[config.mk]
export PLATFORM = sky130hd
export DESIGN_NAME = pc_gen_flat
export DESIGN_NICKNAME = d
export VERILOG_FILES = /design/src/rtl/pc_gen_if.sv /design/src/rtl/pc_gen.sv /design/src/flat_wrapper.sv
export SDC_FILE = /design/constraint.sdc
export NUM_CORES = 1
export LEC_CHECK = 0
export ABC_AREA = 0
export CORE_MARGIN = 4
export CORE_UTILIZATION = 38
export DETAILED_ROUTE_END_ITERATION = 10
export PLACE_DENSITY = 0.81
export SYNTH_ARGS = -nofsm -noshare
export SYNTH_HDL_FRONTEND = slang
export SYNTH_SLANG_ARGS = --single-unit
export TNS_END_PERCENT = 30
[constraint.sdc]
create_clock -name clk_i -period 2.6 [get_ports clk_i]
set_input_delay 0.26 -clock clk_i [delete_from_list [all_inputs] [get_ports clk_i]]
set_output_delay 0.26 -clock clk_i [all_outputs]
set_load 0.05 [all_outputs]
[src/rtl/pc_gen_if.sv]
// Fetch-PC control bundle between branch/hazard logic (master) and pc_gen (slave).
interface pc_gen_if #(
  parameter int unsigned PC_W      = 32,
  parameter int unsigned RAS_DEPTH = 4
);
  localparam int unsigned CNT_W = $clog2(RAS_DEPTH + 1);

  logic             stall_i;
  logic             trap_i;
  logic             redirect_i;
  logic [PC_W-1:0]  redirect_pc_i;
  logic             call_i;
  logic [PC_W-1:0]  link_pc_i;
  logic             ret_i;
  logic [PC_W-1:0]  ret_pc_i;
  logic [PC_W-1:0]  pc_o;
  logic [CNT_W-1:0] ras_count_o;
  logic             ras_empty_o;
  logic             ras_full_o;

  modport master (
    output stall_i, trap_i, redirect_i, redirect_pc_i,
    output call_i, link_pc_i, ret_i, ret_pc_i,
    input  pc_o, ras_count_o, ras_empty_o, ras_full_o
  );

  modport slave (
    input  stall_i, trap_i, redirect_i, redirect_pc_i,
    input  call_i, link_pc_i, ret_i, ret_pc_i,
    output pc_o, ras_count_o, ras_empty_o, ras_full_o
  );
endinterface

[src/rtl/pc_gen.sv]
// Fetch program-counter generator: trap > redirect > return > stall > sequential.
// Optional return-address stack built when PC_RAS_EN is defined.
module pc_gen #(
  parameter int unsigned     PC_W      = 32,
  parameter logic [PC_W-1:0] RESET_VEC = '0,
  parameter logic [31:0]     TRAP_VEC  = 32'h0000_0080,
  parameter int unsigned     INC       = 4,
  parameter int unsigned     RAS_DEPTH = 4
) (
  input  logic    clk_i,
  input  logic    rst_i,
  pc_gen_if.slave bus
);
  localparam int unsigned     CNT_W   = $clog2(RAS_DEPTH + 1);
  localparam logic [PC_W-1:0] TRAP_PC = PC_W'(TRAP_VEC);
  localparam logic [PC_W-1:0] INC_PC  = PC_W'(INC);

  logic [PC_W-1:0] pc_q, pc_d;
  logic [PC_W-1:0] ret_tgt;

`ifdef PC_RAS_EN
  localparam int unsigned      PTR_W   = $clog2(RAS_DEPTH);
  localparam logic [PTR_W-1:0] PTR_MAX = PTR_W'(RAS_DEPTH - 1);
  localparam logic [CNT_W-1:0] CNT_MAX = CNT_W'(RAS_DEPTH);

  logic [PC_W-1:0]  ras_q [RAS_DEPTH];
  logic [PTR_W-1:0] top_q, top_d, top_inc, top_dec, wr_ptr;
  logic [CNT_W-1:0] cnt_q, cnt_d;
  logic             empty_q, full_q;
  logic             wr_en;

  // Circular pointer neighbours; depth need not be a power of two.
  assign top_inc = (top_q == PTR_MAX) ? '0 : top_q + PTR_W'(1);
  assign top_dec = (top_q == '0) ? PTR_MAX : top_q - PTR_W'(1);
  assign ret_tgt = (cnt_q != '0) ? ras_q[top_q] : bus.ret_pc_i;

  always_comb begin
    top_d  = top_q;
    cnt_d  = cnt_q;
    wr_en  = 1'b0;
    wr_ptr = top_q;
    if (bus.trap_i) begin
      top_d = '0;
      cnt_d = '0;
    end else if (bus.call_i && (bus.redirect_i || !bus.ret_i)) begin
      // Push; a call rides along with its own redirect. Full stack drops oldest.
      wr_en  = 1'b1;
      wr_ptr = top_inc;
      top_d  = top_inc;
      if (cnt_q != CNT_MAX) cnt_d = cnt_q + CNT_W'(1);
    end else if (bus.redirect_i) begin
      top_d = top_q;
    end else if (bus.call_i && bus.ret_i) begin
      wr_en = 1'b1;
      if (cnt_q == '0) cnt_d = CNT_W'(1);
    end else if (bus.ret_i && (cnt_q != '0)) begin
      top_d = top_dec;
      cnt_d = cnt_q - CNT_W'(1);
    end
  end

  always_ff @(posedge clk_i) begin
    if (rst_i) begin
      top_q   <= '0;
      cnt_q   <= '0;
      empty_q <= 1'b1;
      full_q  <= 1'b0;
    end else begin
      top_q   <= top_d;
      cnt_q   <= cnt_d;
      empty_q <= (cnt_d == '0);
      full_q  <= (cnt_d == CNT_MAX);
    end
  end

  // Stack storage carries no reset; contents are meaningless while count is 0.
  always_ff @(posedge clk_i) begin
    if (!rst_i && wr_en) ras_q[wr_ptr] <= bus.link_pc_i;
  end

  assign bus.ras_count_o = cnt_q;
  assign bus.ras_empty_o = empty_q;
  assign bus.ras_full_o  = full_q;
`else
  logic unused_c;

  assign ret_tgt         = bus.ret_pc_i;
  assign unused_c        = ^{bus.call_i, bus.link_pc_i};
  assign bus.ras_count_o = '0;
  assign bus.ras_empty_o = 1'b1;
  assign bus.ras_full_o  = 1'b0;
`endif

  always_comb begin
    pc_d = pc_q + INC_PC;
    if (bus.trap_i)          pc_d = TRAP_PC;
    else if (bus.redirect_i) pc_d = bus.redirect_pc_i;
    else if (bus.ret_i)      pc_d = ret_tgt;
    else if (bus.stall_i)    pc_d = pc_q;
  end

  always_ff @(posedge clk_i) begin
    if (rst_i) pc_q <= RESET_VEC;
    else       pc_q <= pc_d;
  end

  assign bus.pc_o = pc_q;
endmodule

[src/flat_wrapper.sv]
// flat-port wrapper written by rule: the top's interface ports become plain ports
module pc_gen_flat 
#(
  parameter int unsigned     PC_W      = 32,
  parameter logic [PC_W-1:0] RESET_VEC = '0,
  parameter logic [31:0]     TRAP_VEC  = 32'h0000_0080,
  parameter int unsigned     INC       = 4,
  parameter int unsigned     RAS_DEPTH = 4
)
  (clk_i, rst_i, bus_stall_i, bus_trap_i, bus_redirect_i, bus_redirect_pc_i, bus_call_i, bus_link_pc_i, bus_ret_i, bus_ret_pc_i, bus_pc_o, bus_ras_count_o, bus_ras_empty_o, bus_ras_full_o);
  pc_gen_if #(.PC_W(PC_W), .RAS_DEPTH(RAS_DEPTH)) bus_i ();
  input  logic clk_i;
  input  logic rst_i;
  input wire logic [$bits(bus_i.stall_i)-1:0] bus_stall_i;
  input wire logic [$bits(bus_i.trap_i)-1:0] bus_trap_i;
  input wire logic [$bits(bus_i.redirect_i)-1:0] bus_redirect_i;
  input wire logic [$bits(bus_i.redirect_pc_i)-1:0] bus_redirect_pc_i;
  input wire logic [$bits(bus_i.call_i)-1:0] bus_call_i;
  input wire logic [$bits(bus_i.link_pc_i)-1:0] bus_link_pc_i;
  input wire logic [$bits(bus_i.ret_i)-1:0] bus_ret_i;
  input wire logic [$bits(bus_i.ret_pc_i)-1:0] bus_ret_pc_i;
  output wire logic [$bits(bus_i.pc_o)-1:0] bus_pc_o;
  output wire logic [$bits(bus_i.ras_count_o)-1:0] bus_ras_count_o;
  output wire logic [$bits(bus_i.ras_empty_o)-1:0] bus_ras_empty_o;
  output wire logic [$bits(bus_i.ras_full_o)-1:0] bus_ras_full_o;
  assign bus_i.stall_i = bus_stall_i;
  assign bus_i.trap_i = bus_trap_i;
  assign bus_i.redirect_i = bus_redirect_i;
  assign bus_i.redirect_pc_i = bus_redirect_pc_i;
  assign bus_i.call_i = bus_call_i;
  assign bus_i.link_pc_i = bus_link_pc_i;
  assign bus_i.ret_i = bus_ret_i;
  assign bus_i.ret_pc_i = bus_ret_pc_i;
  assign bus_pc_o = bus_i.pc_o;
  assign bus_ras_count_o = bus_i.ras_count_o;
  assign bus_ras_empty_o = bus_i.ras_empty_o;
  assign bus_ras_full_o = bus_i.ras_full_o;
  pc_gen #(.PC_W(PC_W), .RESET_VEC(RESET_VEC), .TRAP_VEC(TRAP_VEC), .INC(INC), .RAS_DEPTH(RAS_DEPTH)) u_core (.clk_i(clk_i), .rst_i(rst_i), .bus(bus_i));
endmodule
==> flow_metrics.env <==
export IMPL_status="finished, final reports clean"
export IMPL_drt_wirelength_per_cell_um=18.0
export IMPL_syn_inst=321
export IMPL_max_stage_delay_ns=0.53
export IMPL_clock_fmax_ghz=0.445
export IMPL_tns_ns=0
export IMPL_layout_nets=519
export IMPL_hpwl_mm=6.54
export IMPL_rsz0062_at_grt="false"
export IMPL_fp_dieW_um=87.5
export IMPL_stdcell_count=491
export IMPL_ir_drop_uv=189
export IMPL_multi_input_area_sq_um=1560
export IMPL_startpoint_type="flip-flop"
export IMPL_period_share_pct=86.4
export IMPL_slowest_stage="or3_2"
export IMPL_cp_max_fo=7
export IMPL_slew_headroom_pct=65.3
export IMPL_synth_edf_count=0
export IMPL_reg2reg_slack_ns=0.35
export IMPL_yosys_most_used_dff="dfxtp_1"
export IMPL_yosysSeqAreaShare_pct=26.7
export IMPL_hold_path_end="u_core.bus.pc_o[29]$_SDFFE_PP0P_"
export IMPL_grt_ovfl_total=0
export IMPL_diodes=0
export IMPL_reg2reg_depth=6
export IMPL_dr_pass1_iters=6
export IMPL_worstPathArrival_ns=2.48
export IMPL_core_area_sq_um=6030
export IMPL_ys_warn_count=0
export IMPL_area_growth_pct=47.2
export IMPL_htreeDepth=2
export IMPL_grt_pass1_wl_mm=13.6
export IMPL_viasPerCell=6.07
export IMPL_path_class="reg -> reg"
export IMPL_drt_total_wl_mm=8.85
export IMPL_initial_core_util_pct=39.8
export IMPL_regArea_sq_um=641
export IMPL_r2r_end="u_core.bus.pc_o[20]$_SDFFE_PP0P_"
export IMPL_die_h_um=87.5
export IMPL_synth_area_sq_um=2400
export IMPL_placementRows=28
export IMPL_clock_latency_ns=0.29
export IMPL_power_density_nw_per_um2=391
export IMPL_ant_nets=0
export IMPL_yosys_register_bits=32
export IMPL_drt_iter0_drc=192
export IMPL_dieArea_sq_um=7650
export IMPL_io_pins=140
export IMPL_antenna_found_initial=0
export IMPL_setup_viol=0
export IMPL_largest_reg_flops=30
export IMPL_skew_ns=0.00438
export IMPL_cts_setup_buffers=0
export IMPL_post_cts_resized=0
export IMPL_min_from="bus_redirect_i"
export IMPL_slew_violations=0
export IMPL_vias=2980
export IMPL_hold_buffers=0
export IMPL_avgSynthCellArea_sq_um=7.48
export IMPL_maxCapViolations=0
export IMPL_drive_gt1_share_pct=7.69
export IMPL_finalHoldViolations=0
export IMPL_hold_depth=3
export IMPL_grtUsageTotal_pct=22.3
export IMPL_num_fill_cells=559
export IMPL_gp_congestion=0.893
export IMPL_drc=0
export IMPL_root_buffer="clkbuf_8"
export IMPL_fin_crit_ns=2.25
export IMPL_tightest_slew_ns=0.519
export IMPL_synthArstFlopShare_pct=0
export IMPL_power_leakage_uw=0.00121
export IMPL_clock_sinks=32
export IMPL_cp_end_kind="flip-flop"
export IMPL_yosysUniqueCellTypes=60
export IMPL_crit_start="u_core.bus.pc_o[2]$_SDFFE_PP0P_"
export IMPL_cp_required_ns=2.83
export IMPL_grt_max_degree=35
export IMPL_dp_cells=483
export IMPL_grt_pass1_vias=2792
export IMPL_worst_hold_path_type="in -> reg"
export IMPL_cts_tree="yes"
export IMPL_clk_pin_slew_worst_paths_ns=0.07
export IMPL_path_cells="ha_1 > nand4_1 > or3_2 > or3_1 > a21oi_1 > o221a_2"
export IMPL_fin_util_pct=58.7
export IMPL_portBuffers=101
export IMPL_r2r_start="u_core.bus.pc_o[2]$_SDFFE_PP0P_"
export IMPL_clockBufferDepth=2
export IMPL_cts_made_buffers=5
[Yosys cell counts (3+ instances only)]
master | instances | area, sq um
or2_2 | 3 | 18.8
buf_4 | 5 | 37.5
dfxtp_1 | 32 | 641
nand3_1 | 15 | 75.1
nor4_1 | 9 | 56.3
xor2_1 | 9 | 78.8
nor2_1 | 20 | 75.1
a221oi_1 | 4 | 35.0
nand2_1 | 26 | 97.6
a21oi_1 | 34 | 170
clkbuf_8 | 3 | 41.3
buf_1 | 3 | 11.3
nand4_1 | 9 | 56.3
o221ai_1 | 5 | 43.8
o21ai_0 | 18 | 90.1
a22oi_1 | 10 | 75.1
nor3_1 | 5 | 25.0
or3_1 | 3 | 18.8
a211oi_1 | 7 | 52.6
inv_1 | 14 | 52.6
and3_1 | 5 | 31.3
o41ai_1 | 5 | 43.8
o31ai_1 | 5 | 37.5
clkbuf_1 | 15 | 56.3
nor2b_1 | 3 | 18.8
o22ai_1 | 8 | 50.1
mux2i_1 | 5 | 50.1
[cells by family after synthesis]
family | synth area share, %
compound gates | 31.7
simple gates | 25.7
buf+inv | 8.96
flops | 26.7
xor+xnor | 4.01
mux | 2.08
other cells | 0.313
fa+ha+maj | 0.521
[stage by stage]
step	instance area [sq um]	power (uW)	hold WS, ns	setup slack (ns)
floorplan	2410	787	0.332	0.113
global placement	3440	976	0.474	0.440
detailed placement	3440	982	0.473	0.407
CTS	3530	1380	0.470	0.365
global route	3530	1430	0.483	0.202
finish	3530	1380	0.486	0.352
[layout make-up]
type	count	share of cell area (%)
multi-input combinational	250	44.0
timing repair buffer	112	31.2
sequential	32	18.1
tap	75	2.65
clock buffer	8	2.55
inverter	14	1.49
[per-layer routing]
layer  track usage, %  wire (um)  vias up
met5                0          0        -
li1                 -          -     1397
met1             29.1       3740     1383
met3             4.35        789       15
met2             37.5       4210      185
met4             5.44        110        0
[layout by cell type (no fill, tap or decap), types with 10 or more instances in the layout]
master	n
clkdlybuf4s50_1	100
a21oi_1	34
dfxtp_1	32
nand2_1	26
nor2_1	20
o21ai_0	18
nand3_1	15
inv_1	14
a22oi_1	10
buf_4	10
[worst max-delay path, delay by kind of cell (launching register included)]
| family | cells | cell delay (ns) |
|---|---|---|
| AO/OA/AOI/OAI | 2 | 0.34 |
| adder cells (fa/ha/maj) | 1 | 0.31 |
| flip-flops | 1 | 0.45 |
| AND/OR/NAND/NOR | 3 | 1.09 |
[how the worst max path moves through the flow]
| stage | endpoint | depth (start not counted) |
|---|---|---|
| 4_1_cts | u_core.bus.pc_o[20]$_SDFFE_PP0P_ | 6 |
| 5_1_grt | u_core.bus.pc_o[20]$_SDFFE_PP0P_ | 6 |
| 6_report | u_core.bus.pc_o[20]$_SDFFE_PP0P_ | 6 |
| 2_1_floorplan | u_core.bus.pc_o[20]$_SDFFE_PP0P_ | 6 |
| 3_5_place_dp | u_core.bus.pc_o[20]$_SDFFE_PP0P_ | 6 |
| 3_3_place_gp | u_core.bus.pc_o[20]$_SDFFE_PP0P_ | 6 |
[report_power, final]
| part | internal, uW | switching, uW | total [uW] |
|---|---|---|---|
| registers | 512 | 35.5 | 548 |
| logic | 198 | 232 | 429 |
| clock network | 216 | 189 | 405 |
(Power assumes the default switching activity.)
